`src/rtl/cci_mpf_shim_vtp_svc_mux_pkg.sv`:
```
// rtl/cci_mpf_shim_vtp_svc_mux_pkg.sv - shared VTP typedefs for the translation service mux
package cci_mpf_shim_vtp_svc_mux_pkg;

    localparam int CCI_PT_VA_BITS = 48;
    localparam int CCI_PT_PA_BITS = 48;
    localparam int CCI_PT_4KB_PAGE_OFFSET_BITS = 12;

    localparam int VA_IDX_BITS = CCI_PT_VA_BITS - CCI_PT_4KB_PAGE_OFFSET_BITS;
    localparam int PA_IDX_BITS = CCI_PT_PA_BITS - CCI_PT_4KB_PAGE_OFFSET_BITS;

    typedef logic [VA_IDX_BITS-1:0] t_tlb_4kb_va_page_idx;
    typedef logic [PA_IDX_BITS-1:0] t_tlb_4kb_pa_page_idx;

    localparam int MUX_N_TAGS_DEFAULT = 16;

    typedef logic [$clog2(MUX_N_TAGS_DEFAULT)-1:0] t_mux_tag_idx;

    // Server-side request/response layouts; field order matches the flat port packing.
    typedef struct packed {
        t_tlb_4kb_va_page_idx pageVA;
        t_mux_tag_idx         tag;
    } t_mux_srv_req;

    typedef struct packed {
        t_tlb_4kb_pa_page_idx pagePA;
        t_mux_tag_idx         tag;
        logic                 isBigPage;
    } t_mux_srv_rsp;

    // Index width that stays legal for a single-entry collection.
    function automatic int mux_idx_bits(input int n);
        return (n > 1) ? $clog2(n) : 1;
    endfunction

endpackage

```
`src/rtl/cci_mpf_shim_vtp_tag_pool.sv`:
```
// rtl/cci_mpf_shim_vtp_tag_pool.sv - server tag pool: busy bitmap, lowest-free encoder, count
module cci_mpf_shim_vtp_tag_pool
    import cci_mpf_shim_vtp_svc_mux_pkg::*;
#(
    parameter int N_TAGS = MUX_N_TAGS_DEFAULT,
    localparam int TAG_BITS = $clog2(N_TAGS)
)
(
    input  logic                clk,
    input  logic                reset,
    input  logic                allocEn,
    input  logic                freeEn,
    input  logic [TAG_BITS-1:0] freeTag,
    output logic [TAG_BITS-1:0] allocTag,
    output logic                notFull,
    output logic [N_TAGS-1:0]   tagBusy,
    output logic [TAG_BITS:0]   numBusy
);

    logic [N_TAGS-1:0] allocMask;
    logic [N_TAGS-1:0] freeMask;

    // Descending scan so the lowest free index is the last one written.
    always_comb begin
        allocTag = '0;
        for (int i = N_TAGS - 1; i >= 0; i--) begin
            if (!tagBusy[i]) allocTag = TAG_BITS'(i);
        end
    end

    assign notFull   = ~&tagBusy;
    assign allocMask = allocEn ? ({{(N_TAGS-1){1'b0}}, 1'b1} << allocTag) : '0;
    assign freeMask  = freeEn  ? ({{(N_TAGS-1){1'b0}}, 1'b1} << freeTag)  : '0;

    // Allocation always targets a free tag and release a busy one, so the masks never overlap.
    always_ff @(posedge clk) begin
        if (reset) begin
            tagBusy <= '0;
            numBusy <= '0;
        end else begin
            tagBusy <= (tagBusy | allocMask) & ~freeMask;
            if (allocEn && !freeEn) begin
                numBusy <= numBusy + 1'b1;
            end else if (!allocEn && freeEn) begin
                numBusy <= numBusy - 1'b1;
            end
        end
    end

endmodule

```
`src/rtl/cci_mpf_shim_vtp_svc_mux.sv`:
```
// rtl/cci_mpf_shim_vtp_svc_mux.sv - round-robin mux of client VTP lookups onto one tagged server port
module cci_mpf_shim_vtp_svc_mux
    import cci_mpf_shim_vtp_svc_mux_pkg::*;
#(
    parameter int N_CLIENTS = 2,
    parameter int N_TAGS = MUX_N_TAGS_DEFAULT,
    parameter int CLIENT_TAG_BITS = 4,
    localparam int TAG_BITS = $clog2(N_TAGS),
    localparam int CLIENT_IDX_BITS = mux_idx_bits(N_CLIENTS)
)
(
    input  logic                                        clk,
    input  logic                                        reset,

    input  logic [N_CLIENTS-1:0]                        c_lookupEn,
    input  logic [N_CLIENTS-1:0][VA_IDX_BITS-1:0]       c_pageVA,
    input  logic [N_CLIENTS-1:0][CLIENT_TAG_BITS-1:0]   c_tag,
    output logic [N_CLIENTS-1:0]                        c_lookupRdy,
    output logic [N_CLIENTS-1:0]                        c_rspValid,
    output logic [PA_IDX_BITS+CLIENT_TAG_BITS:0]        c_rsp,

    output logic                                        s_lookupEn,
    output logic [VA_IDX_BITS+TAG_BITS-1:0]             s_lookupReq,
    input  logic                                        s_lookupRdy,
    input  logic                                        s_lookupRspValid,
    input  logic [PA_IDX_BITS+TAG_BITS:0]               s_lookupRsp,

    output logic [TAG_BITS:0]                           numOutstanding,
    output logic                                        errBadTag
);

    function automatic logic [CLIENT_IDX_BITS-1:0] rr_client(
        input logic [CLIENT_IDX_BITS-1:0] base,
        input int                         offset
    );
        return CLIENT_IDX_BITS'((int'(base) + offset) % N_CLIENTS);
    endfunction

    logic [CLIENT_IDX_BITS-1:0] rrPtr;
    logic [CLIENT_IDX_BITS-1:0] grantIdx;
    logic                       grantValid;
    logic                       anyReq;
    logic                       canGrant;

    logic                       outValid;
    logic [VA_IDX_BITS-1:0]     outVA;
    logic [TAG_BITS-1:0]        outTag;

    logic [TAG_BITS-1:0]        allocTag;
    logic                       poolNotFull;
    logic [N_TAGS-1:0]          tagBusy;

    logic [PA_IDX_BITS-1:0]     rspPA;
    logic [TAG_BITS-1:0]        rspTag;
    logic                       rspBig;
    logic                       rspHit;

    logic [CLIENT_IDX_BITS+CLIENT_TAG_BITS-1:0] tagTable [N_TAGS];
    logic [CLIENT_IDX_BITS+CLIENT_TAG_BITS-1:0] tableRd;

    logic                       rspValidQ;
    logic [CLIENT_IDX_BITS-1:0] rspClientQ;
    logic [CLIENT_TAG_BITS-1:0] rspClientTagQ;
    logic [PA_IDX_BITS-1:0]     rspPAQ;
    logic                       rspBigQ;

    // The output slot is reusable in the same cycle the server takes its current request.
    assign canGrant = !reset && (!outValid || s_lookupRdy) && poolNotFull;

    // Highest-priority requester is the first one found walking forward from rrPtr.
    always_comb begin
        anyReq   = 1'b0;
        grantIdx = '0;
        for (int k = N_CLIENTS - 1; k >= 0; k--) begin
            if (c_lookupEn[rr_client(rrPtr, k)]) begin
                anyReq   = 1'b1;
                grantIdx = rr_client(rrPtr, k);
            end
        end
        grantValid = anyReq && canGrant;
    end

    always_comb begin
        c_lookupRdy = '0;
        if (grantValid) c_lookupRdy[grantIdx] = 1'b1;
    end

    always_ff @(posedge clk) begin
        if (reset) begin
            rrPtr <= '0;
        end else if (grantValid) begin
            rrPtr <= rr_client(grantIdx, 1);
        end
    end

    always_ff @(posedge clk) begin
        if (reset) begin
            outValid <= 1'b0;
        end else if (grantValid) begin
            outValid <= 1'b1;
            outVA    <= c_pageVA[grantIdx];
            outTag   <= allocTag;
        end else if (s_lookupRdy) begin
            outValid <= 1'b0;
        end
    end

    assign s_lookupEn  = outValid && !reset;
    assign s_lookupReq = {outVA, outTag};

    cci_mpf_shim_vtp_tag_pool #(
        .N_TAGS   (N_TAGS)
    ) tagPool (
        .clk      (clk),
        .reset    (reset),
        .allocEn  (grantValid),
        .freeEn   (rspHit),
        .freeTag  (rspTag),
        .allocTag (allocTag),
        .notFull  (poolNotFull),
        .tagBusy  (tagBusy),
        .numBusy  (numOutstanding)
    );

    always_ff @(posedge clk) begin
        if (grantValid) begin
            tagTable[allocTag] <= {grantIdx, c_tag[grantIdx]};
        end
    end

    assign rspPA   = s_lookupRsp[PA_IDX_BITS+TAG_BITS:TAG_BITS+1];
    assign rspTag  = s_lookupRsp[TAG_BITS:1];
    assign rspBig  = s_lookupRsp[0];
    assign rspHit  = s_lookupRspValid && tagBusy[rspTag];
    assign tableRd = tagTable[rspTag];

    // Responses naming an unallocated tag only raise the sticky error; nothing is routed or freed.
    always_ff @(posedge clk) begin
        if (reset) begin
            rspValidQ <= 1'b0;
            errBadTag <= 1'b0;
        end else begin
            rspValidQ <= rspHit;
            if (s_lookupRspValid && !tagBusy[rspTag]) errBadTag <= 1'b1;
        end
        rspClientQ    <= tableRd[CLIENT_IDX_BITS+CLIENT_TAG_BITS-1:CLIENT_TAG_BITS];
        rspClientTagQ <= tableRd[CLIENT_TAG_BITS-1:0];
        rspPAQ        <= rspPA;
        rspBigQ       <= rspBig;
    end

    always_comb begin
        c_rspValid = '0;
        if (rspValidQ) c_rspValid[rspClientQ] = 1'b1;
    end

    assign c_rsp = {rspPAQ, rspClientTagQ, rspBigQ};

endmodule

```
`config.mk`:
```
export PLATFORM = sky130hd
export DESIGN_NAME = cci_mpf_shim_vtp_svc_mux
export DESIGN_NICKNAME = d
export VERILOG_FILES = /design/src/rtl/cci_mpf_shim_vtp_svc_mux_pkg.sv /design/src/rtl/cci_mpf_shim_vtp_tag_pool.sv /design/src/rtl/cci_mpf_shim_vtp_svc_mux.sv
export SDC_FILE = /design/constraint.sdc
export NUM_CORES = 1
export LEC_CHECK = 0
export CORE_ASPECT_RATIO = 0.75
export CORE_UTILIZATION = 47
export CTS_CLUSTER_DIAMETER = 60
export DETAILED_ROUTE_END_ITERATION = 7
export PLACE_DENSITY_LB_ADDON = 0.08
export RECOVER_POWER = 25
export SLEW_MARGIN = 40
export SYNTH_ARGS = -nofsm -noshare
export SYNTH_HDL_FRONTEND = slang
export SYNTH_SLANG_ARGS = --single-unit
```
`constraint.sdc`:
```
create_clock -name clk -period 4.5 [get_ports clk]
set_clock_uncertainty 0.15 [all_clocks]
set_input_delay 0.9 -clock clk [delete_from_list [all_inputs] [get_ports clk]]
set_output_delay 0.9 -clock clk [all_outputs]
set_load 0.02 [all_outputs]
```
== Word level (Yosys, flattened, before mapping) ==
Memories as Yosys holds them, arrays and structs flattened. A register that Yosys moved wholly into a read port is not among the register bits.
Index checks and enable logic that the tools add are counted.

* Register bits after elaboration: 102
* RAM bits: 80
* Output and inout bits: 92
* Word-level logic and storage cells: 93
* Memories: 1

* $add $sub $neg: 4
* Order comparisons: 7
* Shift operators: 2
* Mux-type cells: 44
* Bitwise gates (word level): 4
* Reduce and logical (&&, ||, !) cells: 21

{| class="wikitable"
|+ Memories
! memory !! words !! width !! read ports !! clocked after memory_dff !! write ports !! line !! text
|-
| tagTable || 16 || 5 || 1 || 1 || 1 || cci_mpf_shim_vtp_svc_mux.sv:58 || <nowiki>logic [CLIENT_IDX_BITS+CLIENT_TAG_BITS-1:0] tagTable [N_TAGS];</nowiki>
|}

{| class="wikitable"
|+ Operators by type and width
! operator !! number
|-
| $mux W36 || 2
|-
| $mux W4 || 18
|-
| $mux W16 || 2
|-
| $shl A1 B4 Y16 const A || 2
|-
| $and A16 B16 Y16 || 1
|-
| $not A16 Y16 || 1
|-
| $or A16 B16 Y16 || 1
|-
| $reduce_and A16 Y1 || 1
|-
| $mux W1 || 15
|-
| $logic_and A1 B1 Y1 || 10
|-
| $mux W5 || 2
|-
| $lt A1 B2 Y1 const B || 4
|-
| $logic_not A1 Y1 || 6
|-
| $add A5 B1 Y5 const B || 1
|-
| $lt A4 B5 Y1 const B || 1
|-
| $sub A5 B1 Y5 const B || 1
|-
| $bmux W1 S4 || 1
|-
| $mux W2 || 2
|-
| $reduce_bool A2 Y1 || 2
|-
| $add A1 B1 Y1 const B || 2
|-
| $demux W1 S1 || 2
|-
| $ge A1 B1 Y1 const B || 2
|-
| $reduce_and A2 Y1 || 1
|-
| $logic_or A1 B1 Y1 || 1
|-
| $not A1 Y1 || 1
|}

== Logic depth before layout (Yosys ltp) ==
Gate-level depths: netlist of the first run.

* Depth after elaboration: 20
* Gate-level depth with buffers: 15

== Cells and area by module ==
From an unflattened synthesis of the first run, not the netlist that was laid out.

* Cells, all modules: 451
* Area total of the unflattened synthesis: 7344.5 µm²

{| class="wikitable"
|+ Modules (own cells, without submodules)
! module !! times used !! cells an instance !! area each (µm²) !! seq. area each (µm²)
|-
| cci_mpf_shim_vtp_svc_mux || 1 || 303 || 6065.8 || 4524.3
|-
| cci_mpf_shim_vtp_tag_pool || 1 || 148 || 1278.7 || 420.4
|}

== Worst setup path before layout of the first run ==
OpenSTA, ideal clock, no wires.

* Path type: input-to-reg
* Start point: input reset
* End point: register outTag[0], enable pin
* Setup time: 0.451 ns
* Arrival time: 3.396 ns
* Path slack: 0.504 ns
* Stages: 3
* Buffers on the path: 1
* Cell sequence: buf_6 -> or3_4 -> a21oi_1

* Cells in the longest elaborated chain, start to end: 5
* Elaborated cells between the ends (all ways): 6

{| class="wikitable"
|+ Ends and longest elaborated chain
! what !! line !! text
|-
| start, declared || cci_mpf_shim_vtp_svc_mux.sv:13 || <nowiki>input logic reset,</nowiki>
|-
| $logic_not A1 Y1 || cci_mpf_shim_vtp_svc_mux.sv:68 || <nowiki>assign canGrant = !reset && (!outValid || s_lookupRdy) && poolNotFull;</nowiki>
|-
| $logic_and A1 B1 Y1 (2 in a row) || cci_mpf_shim_vtp_svc_mux.sv:68 ||
|-
| $logic_and A1 B1 Y1 || cci_mpf_shim_vtp_svc_mux.sv:80 || <nowiki>grantValid = anyReq && canGrant;</nowiki>
|-
| $reduce_and A2 Y1 (no source line) (*) || -- ||
|-
| end signal, assigned || cci_mpf_shim_vtp_svc_mux.sv:102 || <nowiki>outTag <= allocTag;</nowiki>
|-
| end, declared || cci_mpf_shim_vtp_svc_mux.sv:47 || <nowiki>logic [TAG_BITS-1:0] outTag;</nowiki>
|}

Mark *: on every way between the ends. The rest lies on a longest branch, timed or not.
A chain may end at the register's enable or synchronous reset.

== Worst setup path after layout of the first run ==
* Start point: input c_lookupEn[1]
* End point: output c_lookupRdy[1]

* Elaborated cells between the ends (all ways): 15

{| class="wikitable"
|+ RTL lines
! what !! line !! text
|-
| start, declared || cci_mpf_shim_vtp_svc_mux.sv:15 || <nowiki>input logic [N_CLIENTS-1:0] c_lookupEn,</nowiki>
|-
| $mux W1 (not written as such) (2 in a row) || cci_mpf_shim_vtp_svc_mux.sv:75 || <nowiki>if (c_lookupEn[rr_client(rrPtr, k)]) begin</nowiki>
|-
| $mux W1 || cci_mpf_shim_vtp_svc_mux.sv:75 ||
|-
| $mux W1 (*) || cci_mpf_shim_vtp_svc_mux.sv:75 ||
|-
| $logic_and A1 B1 Y1 (*) || cci_mpf_shim_vtp_svc_mux.sv:80 ||
|-
| net grantValid || cci_mpf_shim_vtp_svc_mux.sv:41 || <nowiki>logic grantValid;</nowiki>
|-
| $mux W2 (*) || cci_mpf_shim_vtp_svc_mux.sv:85 || <nowiki>if (grantValid) c_lookupRdy[grantIdx] = 1'b1;</nowiki>
|-
| end, declared || cci_mpf_shim_vtp_svc_mux.sv:18 || <nowiki>output logic [N_CLIENTS-1:0] c_lookupRdy,</nowiki>
|}

The timed path passes the listed nets; every way through them passes the cells marked *. The select of a mux whose other input is x is not followed.

==> results.ini, run 1 <==
[synthesis]
synth_flop_cell=edfxtp_1
synth-seq-cells=187
syn_avg_cell_area_um2=13.8
synth_fa_ha_area_frac=0.00984
yosys-top-cells-count=nand2_1, edfxtp_1, dfxtp_1
synth_xor_area_frac=0.00492
ys_top_cells_by_area=edfxtp_1, dfxtp_1, mux4_2, nand2_1, nor2_1
synth_top_family_by_area=simple AND/OR/NAND/NOR gates
synth-compound-area-share=0.0557
synth.area.mux_share=0.0961
ys_seq_area_frac=0.694
synth-edff-count=120
synth_cell_types=48
netlist_area_um2=7120
ys_warn_count=0
synth_largest_area_cell=edfxtp_1
yosys.area_share.simple=0.118
async_flop_share=0
yosys.area.top_type_share=0.506
post-synth-top-count-cell=nand2_1
postSynthNetCount=647
syn_inst=515

[power_and_ir_drop]
power_switching_w=0.000954
p_sw_frac=0.247
clockPowerShare=0.366
power.internal_w=0.00290
combPwrFrac=0.133
leakagePower_nw=3.78
p_per_area_nw_per_um2=380
seq_power_share=0.501
ir_worst_vdd_v=0.000278

[drt]
vias=4932
drcViolationCount=0
final_antenna_net_count=0
first_pass_iters=5
vias_per_cell=5.12
drtIter0Drc=531
wire_per_inst_um=17.4
wl_um=16800

[cts]
ctsResizeCount=0
cts_hold_buf=0
clockBufferDepth=2
h-tree-depth=4
numCtsBuffers=17
cts_setup_buffers=0
cts_tree=built
clkTransAtPathRegs_ps=70
cts_root_buffer=clkbuf_16
clock_sinks=187
clk_latency_ps=430

[timing]
setup_tns_ps=0
slew_headroom=-0.495
fin_crit_sh=0.926
worst_slew_pin_slew_ps=2240
setup_violations=0
min_period_ps=4170
drv_slew=57
max_freq_mhz=240
rsz0062_at_grt=no
finalHoldViolCount=0

[layout]
diodes=0
area_growth_pct=42.4
instances_no_fill=963
drive_gt1_frac=0.110
nets=882

[global_route]
grt-ovfl-total=0
grt_max_degree=57
grt_pass1_vias=4819
antenna_found_initial=0
grt_pass1_wl_um=25400
grt_usage=0.221

[placement]
dp.cells=931
port_buffers=218
hpwl_um=12400
place.gp.congestion=0.894

[worst_setup_path]
critical_path_class=input pin to output port
required_ps=3450
critPathArrivalTime_ps=3120
crit_fanout=5
end_kind=output port
worstSetupStartpointType=input pin

[floorplan]
ios=219
die_w_um=144
die_h_um=109
row_count=38
initial_core_util=0.486
core_um2=14600
design.die.area_um2=15700

[run]
cap_violations=1

[worst_hold_path]
hp-class=register to register

[outcome]
status=complete, but fails checks
violations=max-capacitance violations, max-slew violations

power groups by stage:
stage / Sequential (W) / Combinational (W) / Clock (W)
2_1_floorplan: 0.00204 / 0.000179 / 0
3_3_place_gp: 0.00197 / 0.000517 / 0
3_5_place_dp: 0.00197 / 0.000525 / 0
4_1_cts: 0.00194 / 0.000527 / 0.00143
5_1_grt: 0.00194 / 0.000554 / 0.00151
6_report: 0.00193 / 0.000513 / 0.00141
final timing paths:
path,from,end,slack (ps),cells past startpoint
min,errBadTag,errBadTag,330,2
min reg2reg,errBadTag,errBadTag,330,2
max reg2reg,rrPtr,tagTable[1][3],1220,5
max,c_lookupEn[1],c_lookupRdy[1],330,6
worst max-delay path, stage by stage:
cell and delay (ps):
dlygate4sd3_1 560, nor2_1 70, or3_4 370, a21oi_1 390
and2_1 220, clkdlybuf4s50_1 600
cells in the final DEF (no fill, tap or decap), types with 5 or more instances in the layout:
cell             synthesis  routed
mux4_2                  29      29
dlygate4sd3_1            0      40
dfxtp_1                 67      67
o21ai_0                  3       5
buf_4                    2      18
nand4_1                  5       5
a31oi_1                 11      11
clkdlybuf4s50_1          0     178
nand2_1                130     130
nor2_1                  23      23
a21oi_1                 14      14
nor2b_1                  8       8
o21a_1                  10      10
inv_1                    8       8
nor3_1                  11      11
edfxtp_1               120     120
clkbuf_16                0      17
through the flow:
step	hold slack [ps]	cell area (µm²)	power (W)	setup slack, ps	util
final	332	10100	0.00386	334	0.693
after global routing	375	10100	0.00400	183	0.693
after CTS	340	10200	0.00390	315	0.695
after detailed placement	324	9620	0.00250	147	0.657
after global placement	307	9620	0.00249	192	0.657
after floorplan	328	7120	0.00222	504	-
per-layer routing:
metal  up-vias  GRT usage  part of all wire
met5         -          0                 0
met4         0     0.0571             0.010
met3        19     0.0716             0.082
met2       199      0.357              0.50
met1      2362      0.289              0.41
li1       2352          -                 -
registers in the layout, summed over array words and instances, names as in the netlist:
register,flops
tagTable,80
outTag,4
tagPool.numBusy,5
outValid,1
rspBigQ,1
rspValidQ,1
errBadTag,1
outVA,36
rrPtr,1
tagPool.tagBusy,16
rspPAQ,36
rspClientTagQ,4
rspClientQ,1
cell type report:
| cell class | count | area (µm²) |
|---|---|---|
| clock buffers | 18 | 429 |
| clock inverters | 14 | 129 |
| fillers | 1119 | 4500 |
| inverters | 10 | 37.5 |
| multi-input cells | 295 | 2030 |
| flip-flops and latches | 187 | 4940 |
| well taps | 200 | 250 |
| repair buffers | 239 | 2330 |
cell families (layout without fill, tap and decap cells):
logic type,count (synthesis),in the layout
AO/OA/AOI/OAI,58,58
flip-flops,187,187
adder cells (fa/ha/maj),5,5
buffers and inverters,33,281
AND/OR/NAND/NOR,196,196
multiplexers,32,32
XOR/XNOR,4,4
Power figures use the tool's default switching activity.
==> run 2: changes to the inputs <==
- CELL_PAD_IN_SITES_DETAIL_PLACEMENT: unset -> 0
- CELL_PAD_IN_SITES_GLOBAL_PLACEMENT: unset -> 2
- CORE_UTILIZATION: 47 -> 31
- MAX_ROUTING_LAYER: unset -> met4
- TNS_END_PERCENT: unset -> 1
==> results.ini, run 2 (synthesis results as in run 1) <==
[outcome]
status=complete, no violations

[timing]
worst_slew_pin_slew_ps=882  ; -1360 ps
rsz0062_at_grt=no
max_freq_mhz=243  ; +1.3%
drv_slew=0  ; -100%
hold_ws_ps=339  ; +7.35 ps
setup_slack_ps=389  ; +55.4 ps
min_period_ps=4110  ; -55.4 ps
setup_tns_ps=0  ; unchanged
slew_headroom=0.412  ; +0.906
finalHoldViolCount=0  ; unchanged
setup_violations=0  ; unchanged
fin_crit_sh=0.913  ; -0.0123

[worst_setup_path]
critPathArrivalTime_ps=3060  ; -60 ps
required_ps=3450  ; about the same
critical_path_class=input pin to output port
crit_fanout=5  ; unchanged
worstSetupStartpointType=input pin
end_kind=output port

[cts]
cts_hold_buf=0  ; unchanged
h-tree-depth=4  ; unchanged
clockBufferDepth=2  ; unchanged
clk_latency_ps=420  ; about the same
cts_setup_buffers=0  ; unchanged
ctsResizeCount=0  ; unchanged
numCtsBuffers=17  ; unchanged
cts_tree=built
clkTransAtPathRegs_ps=70  ; about the same
cts_root_buffer=clkbuf_16
clock_sinks=187  ; unchanged

[drt]
drtIter0Drc=359  ; -32%
vias=4929  ; -0.061%
final_antenna_net_count=0  ; unchanged
wl_um=19400  ; +15%
first_pass_iters=4  ; -1
drcViolationCount=0  ; unchanged
wire_per_inst_um=18.3  ; +5.1%
vias_per_cell=4.66  ; -9.0%

[global_route]
grt_pass1_vias=5079  ; +5.4%
grt_pass1_wl_um=30000  ; +18%
grt-ovfl-total=0  ; unchanged
grt_max_degree=57  ; unchanged
grt_usage=0.178  ; -0.0432
antenna_found_initial=2  ; +2

[layout]
regArea_um2=4940  ; unchanged
instances_no_fill=1058  ; +9.9%
largest_reg_flops=80  ; unchanged
multiInputGateArea_um2=2010  ; -0.80%
nets=881  ; -0.11%
reg_top3=tagTable (80), outVA (36), rspPAQ (36)
most-common-layout-cells=clkdlybuf4s50_1, nand2_1, edfxtp_1, dfxtp_1, dlygate4sd3_1
area_growth_pct=44.2
top_register=tagTable
final_common_cell=clkdlybuf4s50_1
drive_gt1_frac=0.113  ; +0.00277
fillers=2009  ; +80%
design_area_um2=10300  ; +1.2%

[floorplan]
ios=219  ; unchanged
die_h_um=133  ; +23%
initial_core_util=0.320  ; -0.167
core_um2=22300  ; +52%
row_count=47  ; +24%
design.die.area_um2=23600  ; +51%
die_w_um=177  ; +23%

[placement]
place.gp.congestion=0.888  ; -0.77%
port_buffers=218  ; unchanged
dp.cells=1024  ; +10%
hpwl_um=14000  ; +13%
pre_cts_slack_ps=166  ; +19.1 ps
placed_area_um2=9730  ; +1.1%

[power_and_ir_drop]
leakagePower_nw=3.79  ; +0.48%
ir_worst_vdd_v=0.000246  ; -12%
p_per_area_nw_per_um2=381  ; about the same

[worst_hold_path]
hp-class=register to register

[run]
cap_violations=0  ; -1

==> run 2: final cells by class <==
type                       instances  share of cell area
timing repair buffer             238               0.227
tap                              294              0.0358
antenna                            2            0.000487
clock inverter                    11             0.00768
multi-input combinational        295               0.196
sequential                       187               0.481
clock buffer                      21              0.0480
inverter                          10             0.00365
==> run 2: report_power, final <==
part	total (W)	switching, W	internal [W]
combinational	0.000520	0.000257	0.000263
clock	0.00145	0.000659	0.000796
sequential	0.00193	0.0000264	0.00191
total	0.00391	0.000942	0.00297
==> run 2: per-layer routing <==
metal | track usage | vias to the layer above | share of wire | wire [µm]
met2 | 0.231 | 227 | 0.41 | 7940
met3 | 0.0916 | 16 | 0.13 | 2460
met1 | 0.240 | 2334 | 0.45 | 8790
met4 | 0.0436 | 0 | 0.0099 | 192
li1 | - | 2352 | - | -
met5 | - | - | 0 | 0
==> run 2: per-stage QoR <==
stage | utilization | power, W
2_1_floorplan | - | 0.00222
3_3_place_gp | 0.437 | 0.00250
3_5_place_dp | 0.437 | 0.00251
4_1_cts | 0.462 | 0.00398
5_1_grt | 0.461 | 0.00408
6_report | 0.461 | 0.00391
==> run 2: worst paths after layout <==
path | start | end | slack (ps) | cells after the start
min | errBadTag | errBadTag | 340 | 2
max reg2reg | tagPool.tagBusy[1] | tagPool.numBusy[4] | 1390 | 12
max | c_lookupEn[0] | c_lookupRdy[1] | 390 | 7
min reg2reg | errBadTag | errBadTag | 340 | 2
==> run 2: critical path, stage by stage <==
cell and delay, ps:
dlygate4sd3_1 550, nor2_1 90, or3_1 410, a21oi_1 150, buf_4 180, and2_0 160
clkdlybuf4s50_1 620
==> run 3: changes to the inputs <==
- CORE_MARGIN: unset -> 1.5
- REMOVE_ABC_BUFFERS: unset -> 1
- SLEW_MARGIN: 40 -> 30
==> results.ini, run 3 (synthesis results as in run 1) <==
[outcome]
status=complete, no violations

[placement]
dp.cells=1024  ; unchanged
place.gp.congestion=0.882  ; -0.64%
hpwl_um=14200  ; +1.2%
port_buffers=218  ; unchanged

[cts]
clkTransAtPathRegs_ps=80  ; about the same
cts_tree=built
ctsResizeCount=0  ; unchanged
h-tree-depth=4  ; unchanged
numCtsBuffers=17  ; unchanged
clockBufferDepth=2  ; unchanged
clock_sinks=187  ; unchanged
cts_setup_buffers=0  ; unchanged
cts_hold_buf=0  ; unchanged
cts_root_buffer=clkbuf_16
clk_latency_ps=430  ; about the same

[worst_setup_path]
crit_start=c_lookupEn[0]
rr_startpoint=tagPool.tagBusy[1]
r2r_cells=11  ; -1
end_kind=output port
crit_fanout=5  ; unchanged
critPathArrivalTime_ps=3140  ; +80 ps
critical_path_class=input pin to output port
worstSetupStartpointType=input pin
required_ps=3450  ; about the same
crit_end=c_lookupRdy[1]
timing.rr.end=tagPool.numBusy[4]
r2r_slack_ps=1220  ; -170 ps

[layout]
reg_top3=tagTable (80), outVA (36), rspPAQ (36)
instances_no_fill=1058  ; unchanged
fillers=2026  ; +0.85%
largest_reg_flops=80  ; unchanged
final_common_cell=clkdlybuf4s50_1
drive_gt1_frac=0.115  ; +0.00262
top_register=tagTable
most-common-layout-cells=clkdlybuf4s50_1, nand2_1, edfxtp_1, dfxtp_1, dlygate4sd3_1
area_growth_pct=44.8
regArea_um2=4940  ; unchanged
utilization=0.463  ; +0.00185
multiInputGateArea_um2=2020  ; +0.56%
nets=881  ; unchanged

[global_route]
grt_pass1_wl_um=30600  ; +2.0%
grt-ovfl-total=0  ; unchanged
antenna_found_initial=2  ; unchanged
grt_max_degree=57  ; unchanged
grt_pass1_vias=5182  ; +2.0%
busiest_layer=met2
grtUsageMet2=0.250  ; +0.0186
grtUsageMet3=0.0788  ; -0.0128
gr-usage-met1=0.235  ; -0.00409
grt_usage=0.179  ; +0.00133

[timing]
slew_headroom=0.142  ; -0.270
drv_slew=0  ; unchanged
min_period_ps=4190  ; +82.7 ps
fin_crit_sh=0.932  ; +0.0184
finalHoldViolCount=0  ; unchanged
max_freq_mhz=238  ; -2.0%
worst_slew_pin_slew_ps=1290  ; +405 ps
setup_violations=0  ; unchanged
rsz0062_at_grt=no

[run]
cap_violations=0  ; unchanged

[drt]
wire_per_inst_um=18.8  ; +2.7%
vias_per_cell=4.61  ; -1.1%
vias=4877  ; -1.1%
first_pass_iters=5  ; +1
drtIter0Drc=343  ; -4.5%
final_antenna_net_count=0  ; unchanged
drcViolationCount=0  ; unchanged
wl_um=19900  ; +2.7%

[power_and_ir_drop]
p_per_area_nw_per_um2=387  ; +1.6%
leakagePower_nw=3.81  ; +0.41%
ir_worst_vdd_v=0.000261  ; +6.1%

[worst_hold_path]
hp-class=register to register
holdCritStartpoint=errBadTag

[floorplan]
row_count=47  ; unchanged
die_w_um=178  ; +0.56%
core_um2=22300  ; unchanged
die_h_um=134  ; +0.75%
ios=219  ; unchanged
design.die.area_um2=23900  ; +1.3%
initial_core_util=0.320  ; unchanged

-- run 3: changes by cell type in the layout (fill, tap and decap cells not counted), sizes merged --
cell           before  now
buf                20   19
bufinv              0    1
clkbuf             21   19
clkdlybuf4s50     177  175
clkinv              7    4
dlygate4sd3        41   43
inv                14   19
-- run 3: critical path, stage by stage --
cell and delay [ps]:
dlygate4sd3_1 550, nor2_1 50, or3_1 420, a21oi_1 390
and2_1 220, clkdlybuf4s50_1 610
-- run 3: report_power, final --
part,leakage (nW),internal (W),switching (W)
Combinational,1.84,0.000264,0.000259
Clock,0.305,0.000808,0.000725
Sequential,1.67,0.00191,0.0000265
-- run 3: worst min-delay path by stage --
stage | endpoint | slack, ps | cells past startpoint
floorplan | rrPtr | 330 | 2
global placement | errBadTag | 300 | 2
detailed placement | errBadTag | 310 | 2
CTS | errBadTag | 340 | 2
global route | errBadTag | 380 | 2
finish | errBadTag | 330 | 2
-- run 3: area by class of cell --
type                       count  share of cell area
antenna                        2            0.000485
clock inverter                14              0.0149
tap                          294              0.0357
multi-input combinational    295               0.196
clock buffer                  18              0.0437
timing repair buffer         238               0.226
inverter                      10             0.00364
sequential                   187               0.480
-- run 3: per-layer routing --
metal / routed length [µm] / up-vias
met2: 8760 / 177
met1: 8850 / 2343
met4: 174 / 0
met3: 2120 / 10
met5: 0 / -
li1: - / 2347
-- run 3: per-stage QoR --
step / total power [W] / worst slack, ps / instance area [µm²] / TNS, ps / hold slack, ps
floorplan: 0.00220 / -386 / 7010 / -386 / 328
global placement: 0.00251 / 284 / 9730 / 0 / 299
detailed placement: 0.00251 / 184 / 9730 / 0 / 313
CTS: 0.00406 / 331 / 10300 / 0 / 335
global route: 0.00415 / 166 / 10300 / 0 / 383
finish: 0.00399 / 307 / 10300 / 0 / 329
